[src/rtl/ppt_pkg.sv]
// Shared register map, CTRL/STATUS bit positions and reset defaults for the PPT register file.
package ppt_pkg;

    localparam logic [3:0] OFF_CLK_DIV  = 4'h0;
    localparam logic [3:0] OFF_PERIOD_L = 4'h1;
    localparam logic [3:0] OFF_PERIOD_H = 4'h2;
    localparam logic [3:0] OFF_WIDTH_L  = 4'h3;
    localparam logic [3:0] OFF_WIDTH_H  = 4'h4;
    localparam logic [3:0] OFF_COUNT_L  = 4'h5;
    localparam logic [3:0] OFF_COUNT_H  = 4'h6;
    localparam logic [3:0] OFF_CTRL     = 4'h7;
    localparam logic [3:0] OFF_CDONE_L  = 4'h8;
    localparam logic [3:0] OFF_CDONE_H  = 4'h9;
    localparam logic [3:0] OFF_STATUS   = 4'hA;
    localparam logic [3:0] OFF_IRQ_EN   = 4'hB;

    localparam int CTRL_RUN_BIT    = 0;
    localparam int CTRL_COMMIT_BIT = 1;
    localparam int STAT_DONE_BIT   = 0;
    localparam int STAT_BUSY_BIT   = 1;
    localparam int IRQ_EN_BIT      = 0;

    localparam logic [4:0]  RST_CLK_DIV = 5'd9;
    localparam logic [14:0] RST_PERIOD  = 15'd128;
    localparam logic [14:0] RST_WIDTH   = 15'd1;
    localparam int          RST_COUNT   = 16;

    typedef struct packed {
        logic [4:0]  clk_div;
        logic [14:0] period;
        logic [14:0] width;
    } ppt_tim_t;

    localparam ppt_tim_t RST_TIM = '{clk_div: RST_CLK_DIV, period: RST_PERIOD, width: RST_WIDTH};

endpackage

[src/rtl/ppt_chan_regs.sv]
// Per-channel staging/active settings, RUN, sticky DONE, IRQ_EN and COUNT_DONE high-byte snapshot.
// Latency: every register updates on the clock edge of the write; no backpressure, writes always accepted.
module ppt_chan_regs
    import ppt_pkg::*;
#(
    parameter int CNT_W   = 16,
    parameter bit RUN_RST = 1'b0
) (
    input  logic             clk,
    input  logic             rstn,
    input  logic             wr_vld,
    input  logic [3:0]       wr_off,
    input  logic [7:0]       wr_dat,
    input  logic             snap_vld,
    input  logic [7:0]       cdone_hi,
    input  logic             done,
    output ppt_tim_t         stg_tim,
    output ppt_tim_t         act_tim,
    output logic [CNT_W-1:0] stg_count,
    output logic [CNT_W-1:0] act_count,
    output logic             run,
    output logic             done_flag,
    output logic             irq_en,
    output logic [7:0]       snap
);

    ppt_tim_t         stg_tim_q, stg_tim_d, act_tim_q, act_tim_d;
    logic [CNT_W-1:0] stg_count_q, stg_count_d, act_count_q, act_count_d;
    logic             run_q, run_d, done_flag_q, done_flag_d;
    logic             irq_en_q, irq_en_d, done_prev_q, done_prev_d;
    logic [7:0]       snap_q, snap_d;

    always_comb begin
        stg_tim_d   = stg_tim_q;
        act_tim_d   = act_tim_q;
        stg_count_d = stg_count_q;
        act_count_d = act_count_q;
        run_d       = run_q;
        done_flag_d = done_flag_q;
        irq_en_d    = irq_en_q;
        done_prev_d = done;
        snap_d      = snap_q;

        if (snap_vld) snap_d = cdone_hi;

        if (wr_vld) begin
            case (wr_off)
                OFF_CLK_DIV:  stg_tim_d.clk_div       = wr_dat[4:0];
                OFF_PERIOD_L: stg_tim_d.period[7:0]   = wr_dat;
                OFF_PERIOD_H: stg_tim_d.period[14:8]  = wr_dat[6:0];
                OFF_WIDTH_L:  stg_tim_d.width[7:0]    = wr_dat;
                OFF_WIDTH_H:  stg_tim_d.width[14:8]   = wr_dat[6:0];
                OFF_COUNT_L:  stg_count_d[7:0]        = wr_dat;
                OFF_COUNT_H: begin
                    // Loop bound makes this a no-op when CNT_W is 8.
                    for (int i = 8; i < CNT_W; i++) stg_count_d[i] = wr_dat[i-8];
                end
                OFF_CTRL: begin
                    run_d = wr_dat[CTRL_RUN_BIT];
                    if (wr_dat[CTRL_COMMIT_BIT]) begin
                        act_tim_d   = stg_tim_q;
                        act_count_d = stg_count_q;
                    end
                end
                OFF_STATUS:   if (wr_dat[STAT_DONE_BIT]) done_flag_d = 1'b0;
                OFF_IRQ_EN:   irq_en_d = wr_dat[IRQ_EN_BIT];
                default: ;
            endcase
        end

        // A done rising edge wins over a same-cycle write-1-to-clear.
        if (done && !done_prev_q) done_flag_d = 1'b1;
    end

    always_ff @(posedge clk or negedge rstn) begin
        if (!rstn) begin
            stg_tim_q   <= RST_TIM;
            act_tim_q   <= RST_TIM;
            stg_count_q <= CNT_W'(RST_COUNT);
            act_count_q <= CNT_W'(RST_COUNT);
            run_q       <= RUN_RST;
            done_flag_q <= 1'b0;
            irq_en_q    <= 1'b0;
            done_prev_q <= 1'b0;
            snap_q      <= 8'h00;
        end else begin
            stg_tim_q   <= stg_tim_d;
            act_tim_q   <= act_tim_d;
            stg_count_q <= stg_count_d;
            act_count_q <= act_count_d;
            run_q       <= run_d;
            done_flag_q <= done_flag_d;
            irq_en_q    <= irq_en_d;
            done_prev_q <= done_prev_d;
            snap_q      <= snap_d;
        end
    end

    assign stg_tim   = stg_tim_q;
    assign act_tim   = act_tim_q;
    assign stg_count = stg_count_q;
    assign act_count = act_count_q;
    assign run       = run_q;
    assign done_flag = done_flag_q;
    assign irq_en    = irq_en_q;
    assign snap      = snap_q;

endmodule

[src/rtl/ppt_regfile.sv]
// Byte-wide register file for NCH PPT channels: address decode, read mux and level irq.
// Latency: writes land on the next edge, reads are combinational; no backpressure.
module ppt_regfile
    import ppt_pkg::*;
#(
    parameter int NCH   = 2,
    parameter int CNT_W = 16
) (
    input  logic                 clk,
    input  logic                 rstn,
    input  logic [7:0]           address,
    input  logic [7:0]           data_in,
    output logic [7:0]           data_out,
    input  logic                 write_enable,
    input  logic                 read_enable,
    output logic [NCH*5-1:0]     clk_div,
    output logic [NCH*15-1:0]    period,
    output logic [NCH*15-1:0]    width,
    output logic [NCH*CNT_W-1:0] count,
    output logic [NCH-1:0]       run_ppt,
    input  logic [NCH*CNT_W-1:0] count_done,
    input  logic [NCH-1:0]       done,
    input  logic [NCH-1:0]       busy,
    output logic                 irq
);

    logic [3:0] ch_sel;
    logic [3:0] off_sel;
    assign ch_sel  = address[7:4];
    assign off_sel = address[3:0];

    ppt_tim_t         stg_tim   [NCH];
    ppt_tim_t         act_tim   [NCH];
    logic [CNT_W-1:0] stg_count [NCH];
    logic [CNT_W-1:0] act_count [NCH];
    logic [7:0]       snap      [NCH];
    logic [NCH-1:0]   done_flag;
    logic [NCH-1:0]   irq_en;

    for (genvar g = 0; g < NCH; g++) begin : g_ch
        logic       hit;
        logic [7:0] cdone_hi;
        assign hit      = (ch_sel == 4'(g));
        assign cdone_hi = 8'(count_done[g*CNT_W +: CNT_W] >> 8);

        ppt_chan_regs #(
            .CNT_W   (CNT_W),
            .RUN_RST (g == 0)
        ) u_regs (
            .clk       (clk),
            .rstn      (rstn),
            .wr_vld    (write_enable && hit),
            .wr_off    (off_sel),
            .wr_dat    (data_in),
            .snap_vld  (read_enable && !write_enable && hit && (off_sel == OFF_CDONE_L)),
            .cdone_hi  (cdone_hi),
            .done      (done[g]),
            .stg_tim   (stg_tim[g]),
            .act_tim   (act_tim[g]),
            .stg_count (stg_count[g]),
            .act_count (act_count[g]),
            .run       (run_ppt[g]),
            .done_flag (done_flag[g]),
            .irq_en    (irq_en[g]),
            .snap      (snap[g])
        );

        assign clk_div[g*5 +: 5]      = act_tim[g].clk_div;
        assign period[g*15 +: 15]     = act_tim[g].period;
        assign width[g*15 +: 15]      = act_tim[g].width;
        assign count[g*CNT_W +: CNT_W] = act_count[g];
    end

    // Bytes 0x0-0x6 read back staging, so software sees what the next commit will apply.
    always_comb begin
        data_out = 8'h00;
        for (int i = 0; i < NCH; i++) begin
            if (ch_sel == 4'(i)) begin
                case (off_sel)
                    OFF_CLK_DIV:  data_out = {3'b000, stg_tim[i].clk_div};
                    OFF_PERIOD_L: data_out = stg_tim[i].period[7:0];
                    OFF_PERIOD_H: data_out = {1'b0, stg_tim[i].period[14:8]};
                    OFF_WIDTH_L:  data_out = stg_tim[i].width[7:0];
                    OFF_WIDTH_H:  data_out = {1'b0, stg_tim[i].width[14:8]};
                    OFF_COUNT_L:  data_out = stg_count[i][7:0];
                    OFF_COUNT_H:  data_out = 8'(stg_count[i] >> 8);
                    OFF_CTRL:     data_out[CTRL_RUN_BIT] = run_ppt[i];
                    OFF_CDONE_L:  data_out = count_done[i*CNT_W +: 8];
                    OFF_CDONE_H:  data_out = snap[i];
                    OFF_STATUS: begin
                        data_out[STAT_DONE_BIT] = done_flag[i];
                        data_out[STAT_BUSY_BIT] = busy[i];
                    end
                    OFF_IRQ_EN:   data_out[IRQ_EN_BIT] = irq_en[i];
                    default:      data_out = 8'h00;
                endcase
            end
        end
    end

    assign irq = |(done_flag & irq_en);

endmodule

[config.mk]
export PLATFORM = sky130hd
export DESIGN_NAME = ppt_regfile
export DESIGN_NICKNAME = d
export VERILOG_FILES = /design/src/rtl/ppt_pkg.sv /design/src/rtl/ppt_chan_regs.sv /design/src/rtl/ppt_regfile.sv
export SDC_FILE = /design/constraint.sdc
export NUM_CORES = 1
export LEC_CHECK = 0
export ABC_CLOCK_PERIOD_IN_PS = 4700
export CORE_MARGIN = 4
export CORE_UTILIZATION = 25
export CTS_CLUSTER_SIZE = 8
export DETAILED_ROUTE_END_ITERATION = 10
export PLACE_DENSITY_LB_ADDON = 0.2
export SLEW_MARGIN = 40
export SYNTH_ARGS = -nofsm -noshare
export SYNTH_HDL_FRONTEND = slang
export SYNTH_HIERARCHICAL = 1
export SYNTH_SLANG_ARGS = --single-unit
[constraint.sdc]
create_clock -name clk -period 4.7 [get_ports clk]
set_input_delay 0.94 -clock clk [delete_from_list [all_inputs] [get_ports clk]]
set_output_delay 0.94 -clock clk [all_outputs]
set_load 0.1 [all_outputs]
==> impl_metrics.json <==
{
  "max_slew.worst_pin.slew_ns": 0.828,
  "die_h_um": 210,
  "cts_buffer_depth": 3,
  "grtUsageTotal_pct": 15.4,
  "rows": 73,
  "crit_slowest_cell": "nor2b_1",
  "clkTransAtPathRegs_ns": 0.05,
  "synth_fp_nets": 779,
  "cp_top_family": "buffers and inverters",
  "ys_seq_area_share_pct": 56.0,
  "io_buffers": 168,
  "synth_cells": 723,
  "drt_iter0_drc": 383,
  "status": "complete, no violations",
  "via_per_inst": 4.70,
  "hold_buffers": 0,
  "first_pass_iters": 5,
  "start_kind": "primary input",
  "synth_area_per_cell_um2": 14.2,
  "yosysWarnings": 6,
  "fin_hold_ws_ns": 0.400,
  "grt_pass1_vias": 7222,
  "crit_chain": "clkdlybuf4s50_1 > buf_12 > nor2b_1 > a221oi_1 > nor3_1 > a211oi_1 > o22ai_1 > buf_12",
  "fin_crit_sh_pct": 92.4,
  "avgRoutedWirePerCell_um": 23.9,
  "coreArea_um2": 40100,
  "timing.rr.start": "g_ch[0].u_regs/stg_tim[25]$_DFFE_PN0P_",
  "critPathArrivalTime_ns": 3.40,
  "cts_sinks": 228,
  "layout_min_cycle_time_ns": 4.34,
  "cts_tree": "yes",
  "die-area_um2": 44300,
  "totalWireLength_um": 34700,
  "setup_viol": 0,
  "ant_nets": 0,
  "grt_pass1_wl_um": 51300,
  "power.density_nw_per_um2": 357,
  "critPathKind": "in2out",
  "slew_viol_final": 0,
  "cts_root_buf": "clkbuf_16",
  "cp_num_buf_inv": 3,
  "h-tree-depth": 2,
  "hold_viol_final": 0,
  "antenna_found_initial": 2,
  "slowest_delay_ns": 0.56,
  "hpwl_um": 25300,
  "pin_count": 169,
  "synthFlopType": "dfrtp_1",
  "p_leak_nw": 6.36,
  "finClkSkew_ns": 0.0130,
  "cp.required_ns": 3.76,
  "cts_setup_buffers": 0,
  "synthToLayoutAreaGrowth_pct": 27.6,
  "path_max_fanout": 41,
  "netlist_area_um2": 10200,
  "route.detailed.drc": 0,
  "drv_cap": 0,
  "cpMostUsedCell": "buf_12",
  "total_power_w": 0.00467,
  "vias": 6828,
  "startpoint": "address[1]",
  "slew_headroom_pct": 44.6,
  "final_nets": 964,
  "hold_path_class": "in2async",
  "cp-end-kind": "primary output",
  "drive_gt1_share_pct": 48.5,
  "numCtsBuffers": 34,
  "ys_seq_elements": 228,
  "place.gp.congestion": 0.877,
  "start_util_pct": 25.5,
  "synthArstFlopShare_pct": 100,
  "die_x_um": 210,
  "clk_latency_ns": 0.50,
  "gr-total-overflow": 0,
  "rsz0062_at_grt": "no",
  "grt_max_degree": 89,
  "synth-edff-count": 0,
  "maxClockFrequency_mhz": 230,
  "fin_tns_setup_ns": 0,
  "ir_drop_v": 0.000203,
  "cts_resized": 0,
  "post_synth_num_cell_types": 50
}
[registers in the layout (all words and copies together), names as in the netlist]
name                     cells
g_ch.u_regs/snap            16
g_ch.u_regs/run              2
g_ch.u_regs/stg_tim         70
g_ch.u_regs/irq_en           2
g_ch.u_regs/stg_count       32
g_ch.u_regs/act_count       32
g_ch.u_regs/act_tim         70
g_ch.u_regs/done_flag        2
g_ch.u_regs/done_prev_q      2
[layer usage]
| metal | global-route usage, % | wire [um] | up-vias |
|---|---|---|---|
| li1 | - | - | 3083 |
| met1 | 23.0 | 17000 | 3512 |
| met2 | 22.7 | 15200 | 196 |
| met3 | 3.68 | 2010 | 35 |
| met4 | 3.11 | 497 | 2 |
| met5 | 0 | 12 | - |
[cells in the mapped netlist, types with 8 or more instances]
cell        n  share of area, %
mux2i_1    13               1.3
mux2_4     32               4.7
a22oi_1    13              0.95
buf_2      11              0.54
a221oi_1   13               1.1
nor2b_1    10              0.61
dfstp_2    21               5.4
dfrtp_1   207                51
mux2_2    200                22
a22o_1      8              0.68
clkbuf_1   10              0.37
o22ai_1    11              0.67
nand2_1    17              0.62
o21ai_0     9              0.44
nor2_1     20              0.73
buf_4      16               1.2
nand3_1    13              0.64
a21oi_1    10              0.49
[metrics by stage]
stage / area [um^2] / cells / setup slack, ns / utilization [%]
3_3_place_gp: 12600 / 1397 / 0.490 / 31.4
4_1_cts: 13100 / 1452 / 0.439 / 32.6
2_1_floorplan: 10200 / 723 / 0.493 / -
5_1_grt: 13100 / 1452 / 0.302 / 32.6
3_5_place_dp: 12100 / 1397 / 0.438 / 30.1
6_report: 13100 / 1453 / 0.357 / 32.6
[path summary, 6_finish.rpt]
path,end,slack (ns),depth (start not counted)
setup / recovery,data_out[5],0.36,8
hold / removal,g_ch[0].u_regs/act_tim[19]$_DFFE_PN0P_,0.40,1
setup reg to reg,g_ch[0].u_regs/act_tim[25]$_DFFE_PN0P_,3.81,1
hold reg to reg,g_ch[1].u_regs/done_flag$_DFFE_PN0P_,0.42,1
max in group asynchronous,g_ch[0].u_regs/stg_tim[33]$_DFFE_PN1P_,3.29,2
min in group clk,g_ch[1].u_regs/done_flag$_DFFE_PN0P_,0.42,1
[layout by cell type (no fill, tap or decap), types with 17 or more instances in the layout]
| cell type | Yosys | layout |
|---|---|---|
| nand2_1 | 17 | 17 |
| buf_2 | 11 | 110 |
| mux2_2 | 200 | 200 |
| clkdlybuf4s50_1 | 0 | 49 |
| clkbuf_16 | 0 | 35 |
| mux2_4 | 32 | 32 |
| clkbuf_1 | 10 | 17 |
| dfstp_2 | 21 | 21 |
| buf_4 | 16 | 19 |
| dfrtp_1 | 207 | 207 |
| nor2_1 | 20 | 17 |
[kinds of logic after synthesis]
| family | synth area share [%] |
|---|---|
| mux | 29.1 |
| compound gates | 6.72 |
| simple gates | 5.36 |
| flops | 56.0 |
| buf+inv | 2.88 |
[report_power, final]
part	leakage [nW]	internal (W)	switching (W)	total, W
Combinational	2.81	0.000136	0.000210	0.000346
Clock	0.472	0.00139	0.000858	0.00224
Sequential	3.08	0.00202	0.0000580	0.00208
Total	6.36	0.00354	0.00113	0.00467
[final cells by class]
class                           instances  area (um^2)
Antenna cell                            1         2.50
Clock buffer                           53          953
Inverter                                9         33.8
Fill cell                            4038        27000
Sequential cell                       228         5730
Timing Repair Buffer                  190         1420
Multi-Input combinational cell        445         4240
Tap cell                              525          657
Clock inverter                          2         32.5
Power figures use the tool's default switching activity.
